--- src/rtl/timestamp_record_fifo.sv ---
// Tags PPS timestamp records with a sequence number and gap flag, buffers them in a
// small first-word-fall-through FIFO, and tracks records lost to overflow.
module timestamp_record_fifo #(
    parameter int UTC_SECONDS_WIDTH       = 6,
    parameter int COUNT_LAST_SECOND_WIDTH = 26,
    parameter int DRIFT_COUNT_WIDTH       = 13,
    parameter int FIFO_DEPTH              = 8,
    parameter int DROP_COUNT_WIDTH        = 16
) (
    input  logic                               clk,
    input  logic                               rst,
    input  logic                               ts_valid,
    input  logic [UTC_SECONDS_WIDTH-1:0]       ts_utc_seconds,
    input  logic [COUNT_LAST_SECOND_WIDTH-1:0] ts_clk_counter,
    input  logic [DRIFT_COUNT_WIDTH-1:0]       ts_drift,
    output logic [63:0]                        m_tdata,
    output logic                               m_tvalid,
    input  logic                               m_tready,
    output logic [$clog2(FIFO_DEPTH):0]        fifo_level,
    output logic                               overflow,
    output logic [DROP_COUNT_WIDTH-1:0]        drop_count,
    input  logic                               clear_overflow
);

    localparam int PTR_W     = $clog2(FIFO_DEPTH);
    localparam int LVL_W     = PTR_W + 1;
    localparam int PAYLOAD_W = UTC_SECONDS_WIDTH + COUNT_LAST_SECOND_WIDTH + DRIFT_COUNT_WIDTH;
    localparam int PAD_W     = 55 - PAYLOAD_W;

    logic [63:0]                 mem [FIFO_DEPTH];
    logic [PTR_W-1:0]            wr_ptr_reg;
    logic [PTR_W-1:0]            rd_ptr_reg;
    logic [PTR_W-1:0]            rd_ptr_inc;
    logic [LVL_W-1:0]            level_reg;
    logic [63:0]                 tdata_reg;
    logic [7:0]                  seq_reg;
    logic                        gap_pending_reg;
    logic                        overflow_reg;
    logic [DROP_COUNT_WIDTH-1:0] drop_count_reg;

    logic        rd_fire;
    logic        full;
    logic        wr_accept;
    logic        drop;
    logic [63:0] record;

    always_comb begin
        rd_fire    = (level_reg != '0) && m_tready;
        full       = (level_reg == LVL_W'(FIFO_DEPTH));
        wr_accept  = ts_valid && (!full || rd_fire);
        drop       = ts_valid && !wr_accept;
        rd_ptr_inc = rd_ptr_reg + 1'b1;
        record     = {seq_reg, gap_pending_reg, {PAD_W{1'b0}},
                      ts_utc_seconds, ts_clk_counter, ts_drift};
    end

    // Storage array carries no reset so it maps onto block RAM.
    always_ff @(posedge clk) begin
        if (wr_accept) begin
            mem[wr_ptr_reg] <= record;
        end
    end

    // Head register mirrors mem[rd_ptr]; a write into an empty FIFO bypasses the array.
    always_ff @(posedge clk or posedge rst) begin
        if (rst) begin
            tdata_reg <= '0;
        end else if (rd_fire) begin
            if (level_reg > LVL_W'(1)) begin
                tdata_reg <= mem[rd_ptr_inc];
            end else if (wr_accept) begin
                tdata_reg <= record;
            end
        end else if (level_reg == '0 && wr_accept) begin
            tdata_reg <= record;
        end
    end

    always_ff @(posedge clk or posedge rst) begin
        if (rst) begin
            wr_ptr_reg <= '0;
            rd_ptr_reg <= '0;
            level_reg  <= '0;
        end else begin
            if (wr_accept) begin
                wr_ptr_reg <= wr_ptr_reg + 1'b1;
            end
            if (rd_fire) begin
                rd_ptr_reg <= rd_ptr_inc;
            end
            level_reg <= level_reg + LVL_W'(wr_accept) - LVL_W'(rd_fire);
        end
    end

    always_ff @(posedge clk or posedge rst) begin
        if (rst) begin
            seq_reg         <= '0;
            gap_pending_reg <= 1'b0;
        end else begin
            if (ts_valid) begin
                seq_reg <= seq_reg + 8'd1;
            end
            if (drop) begin
                gap_pending_reg <= 1'b1;
            end else if (wr_accept) begin
                gap_pending_reg <= 1'b0;
            end
        end
    end

    // A drop in the same cycle as a clear wins and restarts the count at one.
    always_ff @(posedge clk or posedge rst) begin
        if (rst) begin
            overflow_reg   <= 1'b0;
            drop_count_reg <= '0;
        end else if (clear_overflow) begin
            overflow_reg   <= drop;
            drop_count_reg <= DROP_COUNT_WIDTH'(drop);
        end else if (drop) begin
            overflow_reg <= 1'b1;
            if (!(&drop_count_reg)) begin
                drop_count_reg <= drop_count_reg + 1'b1;
            end
        end
    end

    assign m_tdata    = tdata_reg;
    assign m_tvalid   = (level_reg != '0);
    assign fifo_level = level_reg;
    assign overflow   = overflow_reg;
    assign drop_count = drop_count_reg;

endmodule
--- config.mk ---
export PLATFORM = sky130hd
export DESIGN_NAME = timestamp_record_fifo
export DESIGN_NICKNAME = d
export VERILOG_FILES = /design/src/rtl/timestamp_record_fifo.sv
export SDC_FILE = /design/constraint.sdc
export NUM_CORES = 1
export LEC_CHECK = 0
export ABC_AREA = 1
export CAP_MARGIN = 20
export CORE_UTILIZATION = 40
export CTS_CLUSTER_SIZE = 30
export DETAILED_ROUTE_END_ITERATION = 10
export PLACE_DENSITY = 0.68
export SLEW_MARGIN = 10
export SYNTH_ARGS = -nofsm -noshare
export SYNTH_HDL_FRONTEND = slang
export SYNTH_SLANG_ARGS = --single-unit
--- constraint.sdc ---
create_clock -name clk -period 4.9 [get_ports clk]
set_clock_uncertainty 0.1 [all_clocks]
set_input_delay 0.98 -clock clk [delete_from_list [all_inputs] [get_ports clk]]
set_output_delay 0.98 -clock clk [all_outputs]
set_load 0.05 [all_outputs]
After elaboration in Yosys (flattened, before gate mapping)
Memories as Yosys holds them, arrays and structs flattened.
Index checks and enable logic that the tools add are counted.

word-level totals
  register bits = 100
  memory bits (writable) = 432
  bits of input ports = 50
  output and inout port bits = 86
  logic and storage cells = 47
  memories = 1

operators by class
  add/sub/neg operators = 6
  $lt $le $gt $ge = 1
  equality and inequality tests = 3
  multiplexer cells = 13
  reduce and logical (&&, ||, !) cells = 15

memory list
  name  depth  width  read ports  clocked after memory_dff  write ports  RTL line  text
  mem   8      54     1           0                         1            30        logic [63:0] mem [FIFO_DEPTH];

operators by type and width
  kind                                                                              count
  64-bit two-way mux                                                                4
  16-bit two-way mux                                                                3
  16-bit by 1-bit adder with 16-bit output (second input constant)                  1
  16-bit AND reduction                                                              1
  8-bit by 1-bit adder with 8-bit output (second input constant)                    1
  3-bit by 1-bit adder with 3-bit output (second input constant)                    2
  1-bit two-way mux                                                                 6
  2-bit nonzero test                                                                3
  4-bit by 1-bit adder with 4-bit output                                            1
  4-bit == test (second input constant)                                             1
  4-bit by 1-bit greater-than comparator with 1-bit output (second input constant)  1
  1-bit logical AND                                                                 4
  4-bit logical NOT                                                                 1
  2-bit AND reduction                                                               2
  4-bit nonzero test                                                                1
  4-bit by 1-bit subtractor with 4-bit output                                       1
  3-bit by 1-bit != test with 1-bit output (second input constant)                  1
  1-bit logical NOT                                                                 2
  2-bit != test (second input constant)                                             1
  1-bit logical OR                                                                  1

Logic depth before layout (Yosys ltp)
Gate-level depths: netlist of the first run.

  depth after elaboration = 8
  depth in mapped cells = 13
  gate-level depth less buffers = 13

Least setup slack after synthesis of the first run
No wires, ideal clock.

  path kind = register to register
  start = reg level_reg[2] (netlist: fifo_level[2])
  end = mem mem[0][0] (netlist bit) (enable)
  setup time = 466 ps
  arrival time = 4149 ps
  required time = 4334 ps
  slack = 185 ps
  stages on the path, launching flop included = 9
  path buffers = 0
  clock period less this slack = 4715 ps
  cells stage by stage = dfrtp_1 > inv_1 > ha_1 > nand2_2 > nand2_1 > nand2_1 > nand2_2 > or2_2 > nor2_1

on the way
  cells in the longest elaborated chain, start to end = 6
  elaborated cells between the ends (all ways) = 8
  classes of those cells = eq/ne (1); mux (2); reduce/logical (5)

RTL lines
  item                                     RTL line  text
  start: declaration                       34        logic [LVL_W-1:0] level_reg;
  start signal: assignment                 91        level_reg <= level_reg + LVL_W'(wr_accept) - LVL_W'(rd_fire);
  4-bit nonzero test                       n/a
  via m_tvalid                             17        output logic m_tvalid,
  1-bit logical AND                        48        rd_fire = (level_reg != '0) && m_tready;
  1-bit logical OR                         50        wr_accept = ts_valid && (!full || rd_fire);
  1-bit logical AND                        50
  1-bit two-way mux                        59        if (wr_accept) begin
  1-bit two-way mux (not written as such)  60        mem[wr_ptr_reg] <= record;
  end: declaration                         30

The timed path passes the listed nets, and every way through them passes these cells.

Final worst setup path of the first run
  start = reg rd_ptr_reg[0]
  end = reg tdata_reg[5] (netlist: m_tdata[5])

on the way
  cells in the longest elaborated chain, start to end = 4

RTL lines
  item                                    RTL line  text
  start: declaration                      32        logic [PTR_W-1:0] rd_ptr_reg;
  start signal: assignment                89        rd_ptr_reg <= rd_ptr_inc;
  3-bit by 1-bit adder with 3-bit output  52        rd_ptr_inc = rd_ptr_reg + 1'b1;
  memory read 8 x 54 bit                  n/a
  64-bit two-way mux                      69        if (level_reg > LVL_W'(1)) begin
  64-bit two-way mux                      68        end else if (rd_fire) begin
  end signal: assignment                  70        tdata_reg <= mem[rd_ptr_inc];
  end signal: assignment                  72        tdata_reg <= record;
  end signal: assignment                  75        tdata_reg <= record;
  end: declaration                        35        logic [63:0] tdata_reg;

No other way between the ends.
A chain may end at the register's enable or synchronous reset.

==> impl_results.md, run 1 <==
* Static Leakage at 0.0116 µW
* Clock latency on the worst-skew pair at 0.58 ns
* Most common cell on crit path: nand2_1
* Switch share at 40.7%
* Failing checks: slew limit
* Worst-case reg-to-reg path depth at 11
* Combinational power share at 41.3%
* Syn avg cell area at 9.88 µm²
* Worst hold slack at 0.374 ns
* Setup TNS at 0 ns
* Detailed placement HPWL at 29900 µm
* 1st-pass router iterations at 6
* Post-Route WL at 52800 µm
* TritonCTS Buffers at 52
* Final worst path period share at 77.6%
* NetSw at 7000 µW
* PortBufs at 125
* Gr ovfl total at 0
* Worst path max stage delay at 1.21 ns
* Die area at 58300 µm²
* Fmax at 263 MHz
* Crit path capture type: flip-flop
* Core Area at 56500 µm²
* First-pass GRT wire length at 83600 µm
* Die W at 242 µm
* Final Util at 47.3%
* Worst-path clk slew at 0.06 ns
* Final ANT Viol Nets at 0
* Setup Buffers After CTS at 0
* Slowest-stage cell, CP: inv_6
* IO Pins at 136
* Status: complete, but fails checks
* DRT iter0 DRCs at 1248
* Tot Pwr at 17200 µW
* Endpoints failing hold at 0
* Detailed-route wire length per cell at 16.4 µm
* CTS tree: built
* Max FFs per register at 432
* CP Launch Type: flip-flop
* Routability cong. at 0.783
* Hold-critical path depth at 2
* Rel. slew slack at -0.303%
* CTS H-Tree Depth at 2
* Tot GR Track Use at 18.0%
* Initial Util at 40.6%
* CP required at 5.32 ns
* Power per cell area at 644 nW/µm²
* Initial antenna violation count at 2
* Mapped Area at 23000 µm²
* Worst IR Drop VDD at 0.626 mV
* #FFs+latches synth at 522
* Synth Instances at 2323
* CP Class: reg2reg
* Crit path DAT at 4.22 ns
* R2r endpoint: m_tdata[5]$_DFFE_PP0P_
* Area growth syn-to-layout at 16.4%
* Crit-path cells: buf_12 > inv_6 > buf_12 > nand2_1 > nand2_1 > nand2_1 > nand3_1 > nand3_1 > nand2_1 > nand2_1 > nand2_1
* Largest net degree at the start of global routing at 218
* R2r startpoint: rd_ptr_reg[0]$_DFFE_PP0N_
* Period minus WS final at 3.80 ns
* Clk sink count at 522
* Cell family with most CP delay: buffers and inverters
* CP Max Fanout at 217
* Post-synthesis sequential area ratio at 66.3%
* Register share of total power at 35.3%
* Synth cell types at 34
* Slew @ Worst Pin at 1.50 ns
* Warnings from Yosys at 0
* Fin nets at 2480
* WP buf/inv at 3
* Residual DRC at 0
* # resized after CTS at 0
* Layout cells sized above 1 at 5.29%
* Share of total power in the clock network at 23.4%
* HP Class: reg2reg
* Mean number of vias per cell at 4.86
* Die Ht at 242 µm
* Hold Path Origin: m_tdata[34]$_DFFE_PP0P_
* Slew Viols, Final at 13
* # hold bufs at CTS at 0
* Vias at 15.6k
* MaxCap Viol Count at 0
* Max Root-Sink Buffers at 3
* Internal power at 10200 µW
* Hold Crit Endpoint: m_tdata[34]$_DFFE_PP0P_
* R2r setup slk at 1.10 ns
* RSZ-0062 raised after global routing: no
* Row count at 87
* Vias in the first global route at 15.5k
* Setup violations, final at 0
* Root Buffer: clkbuf_16
## worst max-delay path by stage
| stage | end | cells after the start | from |
|---|---|---|---|
| final | m_tdata[5]$_DFFE_PP0P_ | 11 | rd_ptr_reg[0]$_DFFE_PP0N_ |
| after global routing | m_tdata[5]$_DFFE_PP0P_ | 11 | rd_ptr_reg[0]$_DFFE_PP0N_ |
| after CTS | m_tvalid | 4 | fifo_level[2]$_DFF_PP0_ |
| after detailed placement | mem[7][41]$_DFFE_PP_ | 8 | m_tready |
| after global placement | mem[7][41]$_DFFE_PP_ | 8 | m_tready |
| after floorplan | mem[0][0]$_DFFE_PP_ | 8 | fifo_level[2]$_DFF_PP0_ |
## metrics by stage
stage          setup slack [ns]  instances  cell area (µm²)
6_report                   1.10       3216            26700
5_1_grt                    1.41       3216            26700
4_1_cts                    1.54       3214            26700
3_5_place_dp               1.05       3121            25000
3_3_place_gp               1.11       3120            25000
2_1_floorplan             0.185       2332            23000
## logic make-up (layout without fill, tap and decap cells)
group | after synthesis | after routing | share of synthesized area (%)
AOI/OAI and AO/OA | 19 | 19 | 0.469
DFF | 522 | 522 | 66.3
xor gates and xnor gates | 17 | 17 | 0.763
other | 1 | 12 | 0.0163
adders and majority gates | 11 | 11 | 0.632
buffers and inverters | 464 | 590 | 8.38
and+or+nand+nor | 1289 | 1289 | 23.4
## power groups by stage
stage | Clock (µW) | Sequential (µW) | Combinational (µW)
finish | 4020 | 6080 | 7100
floorplan | 0 | 6880 | 4170
global route | 4240 | 6160 | 7780
global placement | 0 | 6140 | 6920
CTS | 4090 | 6080 | 7130
detailed placement | 0 | 6170 | 7090
## worst min-delay path, cell delays in order, from the launching register on
cell and delay [ns]:
dfrtp_1 0.34, nand2_1 0.05, nand2_1 0.05
## metal layers
metal	vias up	part of all wire, %	GRT usage (%)
met3	82	6.5	2.91
li1	7590	-	-
met4	0	2.5	6.37
met5	-	0	0
met2	459	47	29.4
met1	7506	44	24.3
## final cells by class
cell class,count,area [µm²]
inverter,349,1320
fill,5052,29800
antenna,2,5.00
clock buffer,72,1430
clock inverter,21,282
timing repair buffer,148,1570
tap,756,946
sequential,522,15200
multi-input combinational,1346,5930
## synth_stat cells
| library cell | number | area (µm²) |
|---|---|---|
| a21oi_1 | 1 | 5.00 |
| buf_1 | 2 | 7.51 |
| buf_2 | 53 | 265 |
| buf_4 | 17 | 128 |
| buf_6 | 7 | 78.8 |
| clkbuf_1 | 36 | 135 |
| clkinv_1 | 1 | 3.75 |
| conb_1 | 1 | 3.75 |
| dfrtp_1 | 90 | 2250 |
| edfxtp_1 | 432 | 13000 |
| fa_1 | 1 | 20.0 |
| ha_1 | 10 | 125 |
| inv_1 | 343 | 1290 |
| inv_2 | 5 | 18.8 |
| nand2_1 | 892 | 3350 |
| nand2_2 | 5 | 31.3 |
| nand2_4 | 2 | 22.5 |
| nand3_1 | 344 | 1720 |
| nand3_2 | 1 | 10.0 |
| nand3_4 | 1 | 17.5 |
| nand3b_1 | 2 | 15.0 |
| nand4_1 | 8 | 50.1 |
| nor2_1 | 26 | 97.6 |
| nor2_2 | 3 | 18.8 |
| nor3b_1 | 1 | 7.51 |
| nor3b_2 | 1 | 12.5 |
| o21ai_0 | 4 | 20.0 |
| o21ai_1 | 9 | 45.0 |
| o21bai_1 | 5 | 37.5 |
| or2_2 | 3 | 18.8 |
| xnor2_1 | 5 | 43.8 |
| xnor2_2 | 1 | 16.3 |
| xor2_1 | 10 | 87.6 |
| xor2_4 | 1 | 27.5 |
## cells in the final DEF, fill, tap and decap left out, types with 3 or more instances in the layout
| cell | Yosys | layout |
|---|---|---|
| nand3_1 | 344 | 344 |
| clkinv_1 | 1 | 5 |
| inv_1 | 343 | 342 |
| nand4_1 | 8 | 8 |
| clkbuf_1 | 36 | 16 |
| inv_2 | 5 | 3 |
| conb_1 | 1 | 10 |
| xor2_1 | 10 | 10 |
| clkinv_2 | 0 | 8 |
| bufinv_16 | 0 | 7 |
| nor2_4 | 0 | 8 |
| o21bai_1 | 5 | 5 |
| dfrtp_1 | 90 | 89 |
| o21ai_1 | 9 | 9 |
| ha_1 | 10 | 9 |
| clkdlybuf4s50_1 | 0 | 125 |
| o21ai_0 | 4 | 4 |
| nor2_1 | 26 | 18 |
| buf_4 | 17 | 12 |
| nor2_2 | 3 | 3 |
| xnor2_1 | 5 | 5 |
| clkbuf_8 | 0 | 3 |
| edfxtp_1 | 432 | 432 |
| nand2_2 | 5 | 5 |
| nand2_1 | 892 | 892 |
| buf_12 | 0 | 10 |
| or2_2 | 3 | 3 |
| clkbuf_16 | 0 | 53 |
No activity file was read; power rests on OpenSTA's default activity.
==> inputs of run 2 (changes only) <==
--- a/config.mk
+++ b/config.mk
@@ -10,7 +10,7 @@
 export CORE_UTILIZATION = 40
 export CTS_CLUSTER_SIZE = 30
 export DETAILED_ROUTE_END_ITERATION = 10
-export PLACE_DENSITY = 0.68
+export PLACE_DENSITY = 0.7
 export SLEW_MARGIN = 10
 export SYNTH_ARGS = -nofsm -noshare
 export SYNTH_HDL_FRONTEND = slang
==> constraint.sdc (replaced) <==
create_clock -name clk -period 3.12 [get_ports clk]
set_clock_uncertainty 0.1 [all_clocks]
set_input_delay 0.624 -clock clk [delete_from_list [all_inputs] [get_ports clk]]
set_output_delay 0.624 -clock clk [all_outputs]
set_load 0.05 [all_outputs]
==> run 2 against run 1 <==
  * The run now ends clean
  * Cell area hardly changed
  * Flip-flop and latch count stayed put
  * Sequential share of layout area hardly changed
  * Final cell count is 0.25% higher
==> impl_results.md, run 2 (synthesized netlist as in run 1, its figures left out) <==
* Setup TNS at 0 ns (unchanged)
* First-pass GRT wire length at 87100 µm (was 83600 µm)
* CP Class: reg2out (was reg2reg)
* Power per cell area at 1000 nW/µm² (was 644 nW/µm²)
* Share of total power in the clock network at 22.1% (was 23.4%)
* Fmax at 338 MHz
* Row count at 87 (unchanged)
* Max FFs per register at 432 (unchanged)
* Worst-path clk slew at 0.06 ns (about the same)
* Initial Util at 40.6% (unchanged)
* RSZ-0062 raised after global routing: no (unchanged)
* Commonest non-fill, non-tap cell in the layout: nand2_1 (unchanged)
* CTS H-Tree Depth at 2 (unchanged)
* CP Launch Type: flip-flop (unchanged)
* # resized after CTS at 0 (unchanged)
* Status: finished clean (was complete, but fails checks)
* CP required at 2.40 ns (was 5.32 ns)
* Vias in the first global route at 15.9k (was 15.5k)
* Final worst path period share at 95.0%
* Period minus WS final at 2.96 ns
* Setup Buffers After CTS at 0 (unchanged)
* Post-Route WL at 55000 µm (was 52800 µm)
* Core Area at 56500 µm² (unchanged)
* Most frequent cells in the layout: nand2_1 (892), edfxtp_1 (432), nand3_1 (344) (unchanged)
* Area growth syn-to-layout at 16.3% (was 16.4%)
* Switch share at 41.7% (was 40.7%)
* Combinational power share at 42.1% (was 41.3%)
* Largest net degree at the start of global routing at 217 (was 218)
* Setup violations, final at 0 (unchanged)
* Worst IR Drop VDD at 1.14 mV (was 0.626 mV)
* Slew @ Worst Pin at 1.02 ns (was 1.50 ns)
* Worst hold slack at 0.201 ns (was 0.374 ns)
* Crit path DAT at 2.24 ns (was 4.22 ns)
* Vias at 15.8k (was 15.6k)
* MaxCap Viol Count at 0 (unchanged)
* Fin nets at 2488 (was 2480)
* Die area at 58300 µm² (unchanged)
* CP Max Fanout at 4 (was 217)
* Die W at 242 µm (unchanged)
* Final ANT Viol Nets at 0 (unchanged)
* PortBufs at 125 (unchanged)
* 1st-pass router iterations at 5 (was 6)
* Register share of total power at 35.7% (was 35.3%)
* Routability cong. at 0.842 (was 0.783)
* IO Pins at 136 (unchanged)
* R2r startpoint: fifo_level[2]$_DFF_PP0_ (was rd_ptr_reg[0]$_DFFE_PP0N_)
* DRT iter0 DRCs at 1391 (was 1248)
* Root Buffer: clkbuf_16 (unchanged)
* # fillers at 4947 (was 5052)
* NetSw at 11200 µW (was 7000 µW)
* Ant. Diodes at 0 (was 2)
* Clock latency on the worst-skew pair at 0.60 ns (was 0.58 ns)
* CTS tree: built (unchanged)
* TritonCTS Buffers at 51 (was 52)
* # hold bufs at CTS at 0 (unchanged)
* Crit path capture type: output pin (was flip-flop)
* Tot GR Track Use at 18.9% (was 18.0%)
* Die Ht at 242 µm (unchanged)
* Rel. slew slack at 31.8% (was -0.303%)
* Tot Pwr at 26800 µW (was 17200 µW)
* Endpoints failing hold at 0 (unchanged)
* Residual DRC at 0 (unchanged)
* HP Class: in2async (was reg2reg)
* Internal power at 15600 µW (was 10200 µW)
* Detailed-route wire length per cell at 17.1 µm (was 16.4 µm)
* Initial antenna violation count at 3 (was 2)
* Slew Viols, Final at 0 (was 13)
* Detailed placement HPWL at 32000 µm (was 29900 µm)
* Layout cells sized above 1 at 5.55% (was 5.29%)
* Gr ovfl total at 0 (unchanged)
* Mean number of vias per cell at 4.91 (was 4.86)
* Max Root-Sink Buffers at 3 (unchanged)
* Clk sink count at 522 (unchanged)
* Static Leakage at 0.0116 µW (about the same)
* Crit path from: fifo_level[2]$_DFF_PP0_ (was rd_ptr_reg[0]$_DFFE_PP0N_)
## run 2: changes by cell type in the layout (fill, tap and decap cells not counted), sizes merged
cell      previous run  this run
clkinv              13        26
buf                 23        32
clkbuf              72        63
bufinv               7         3
diode                2         0
clkinvlp             1         2
## run 2: worst paths after layout
kind,slack (ns),cells past startpoint,endpoint
worst max-delay path,0.16,4,m_tvalid
worst min-delay path,0.20,2,m_tdata[1]$_DFFE_PP0P_
worst max register to register,0.67,10,mem[7][39]$_DFFE_PP_
worst min register to register,0.38,2,m_tdata[16]$_DFFE_PP0P_
max in group asynchronous,2.16,3,m_tdata[26]$_DFFE_PP0P_
min in group clk,0.38,2,m_tdata[16]$_DFFE_PP0P_
## run 2: final cells by class
type	count	area [µm²]	area share, %
Multi-Input combinational cell	1346	5930	22.2
Sequential cell	522	15200	57.0
Inverter	349	1320	4.95
Tap cell	756	946	3.54
Timing Repair Buffer	157	1680	6.29
Clock inverter	31	239	0.895
Clock buffer	63	1350	5.07
## run 2: critical path: stages (launching register included)
cell             delay (ns)
dfrtp_2                0.37
inv_1                  0.08
ha_1                   0.26
nand2_4                0.12
clkdlybuf4s50_1        0.81
## run 2: per-layer routing
layer	vias up	global-route usage (%)	part of all wire, %
met5	-	0	0.075
li1	7632	-	-
met4	6	5.96	2.3
met3	112	3.98	7.1
met1	7545	24.6	42
met2	534	31.6	48
## run 2: power groups by stage
| stage | clock, µW | sequential [µW] | combinational, µW |
|---|---|---|---|
| 3_3_place_gp | 0 | 9680 | 11100 |
| 4_1_cts | 6050 | 9580 | 11400 |
| 3_5_place_dp | 0 | 9720 | 11300 |
| 5_1_grt | 6310 | 9710 | 12400 |
| 2_1_floorplan | 0 | 10700 | 6610 |
| 6_report | 5940 | 9580 | 11300 |
## run 2: through the flow
stage          utilization, %  instances  cell area (µm²)  worst slack (ns)
6_report                 47.3       3224            26700             0.157
5_1_grt                  47.3       3224            26700            0.0677
4_1_cts                  47.3       3224            26700             0.120
3_5_place_dp             44.4       3130            25100             0.313
3_3_place_gp             44.4       3130            25100             0.309
2_1_floorplan               -       2332            23100            0.0561
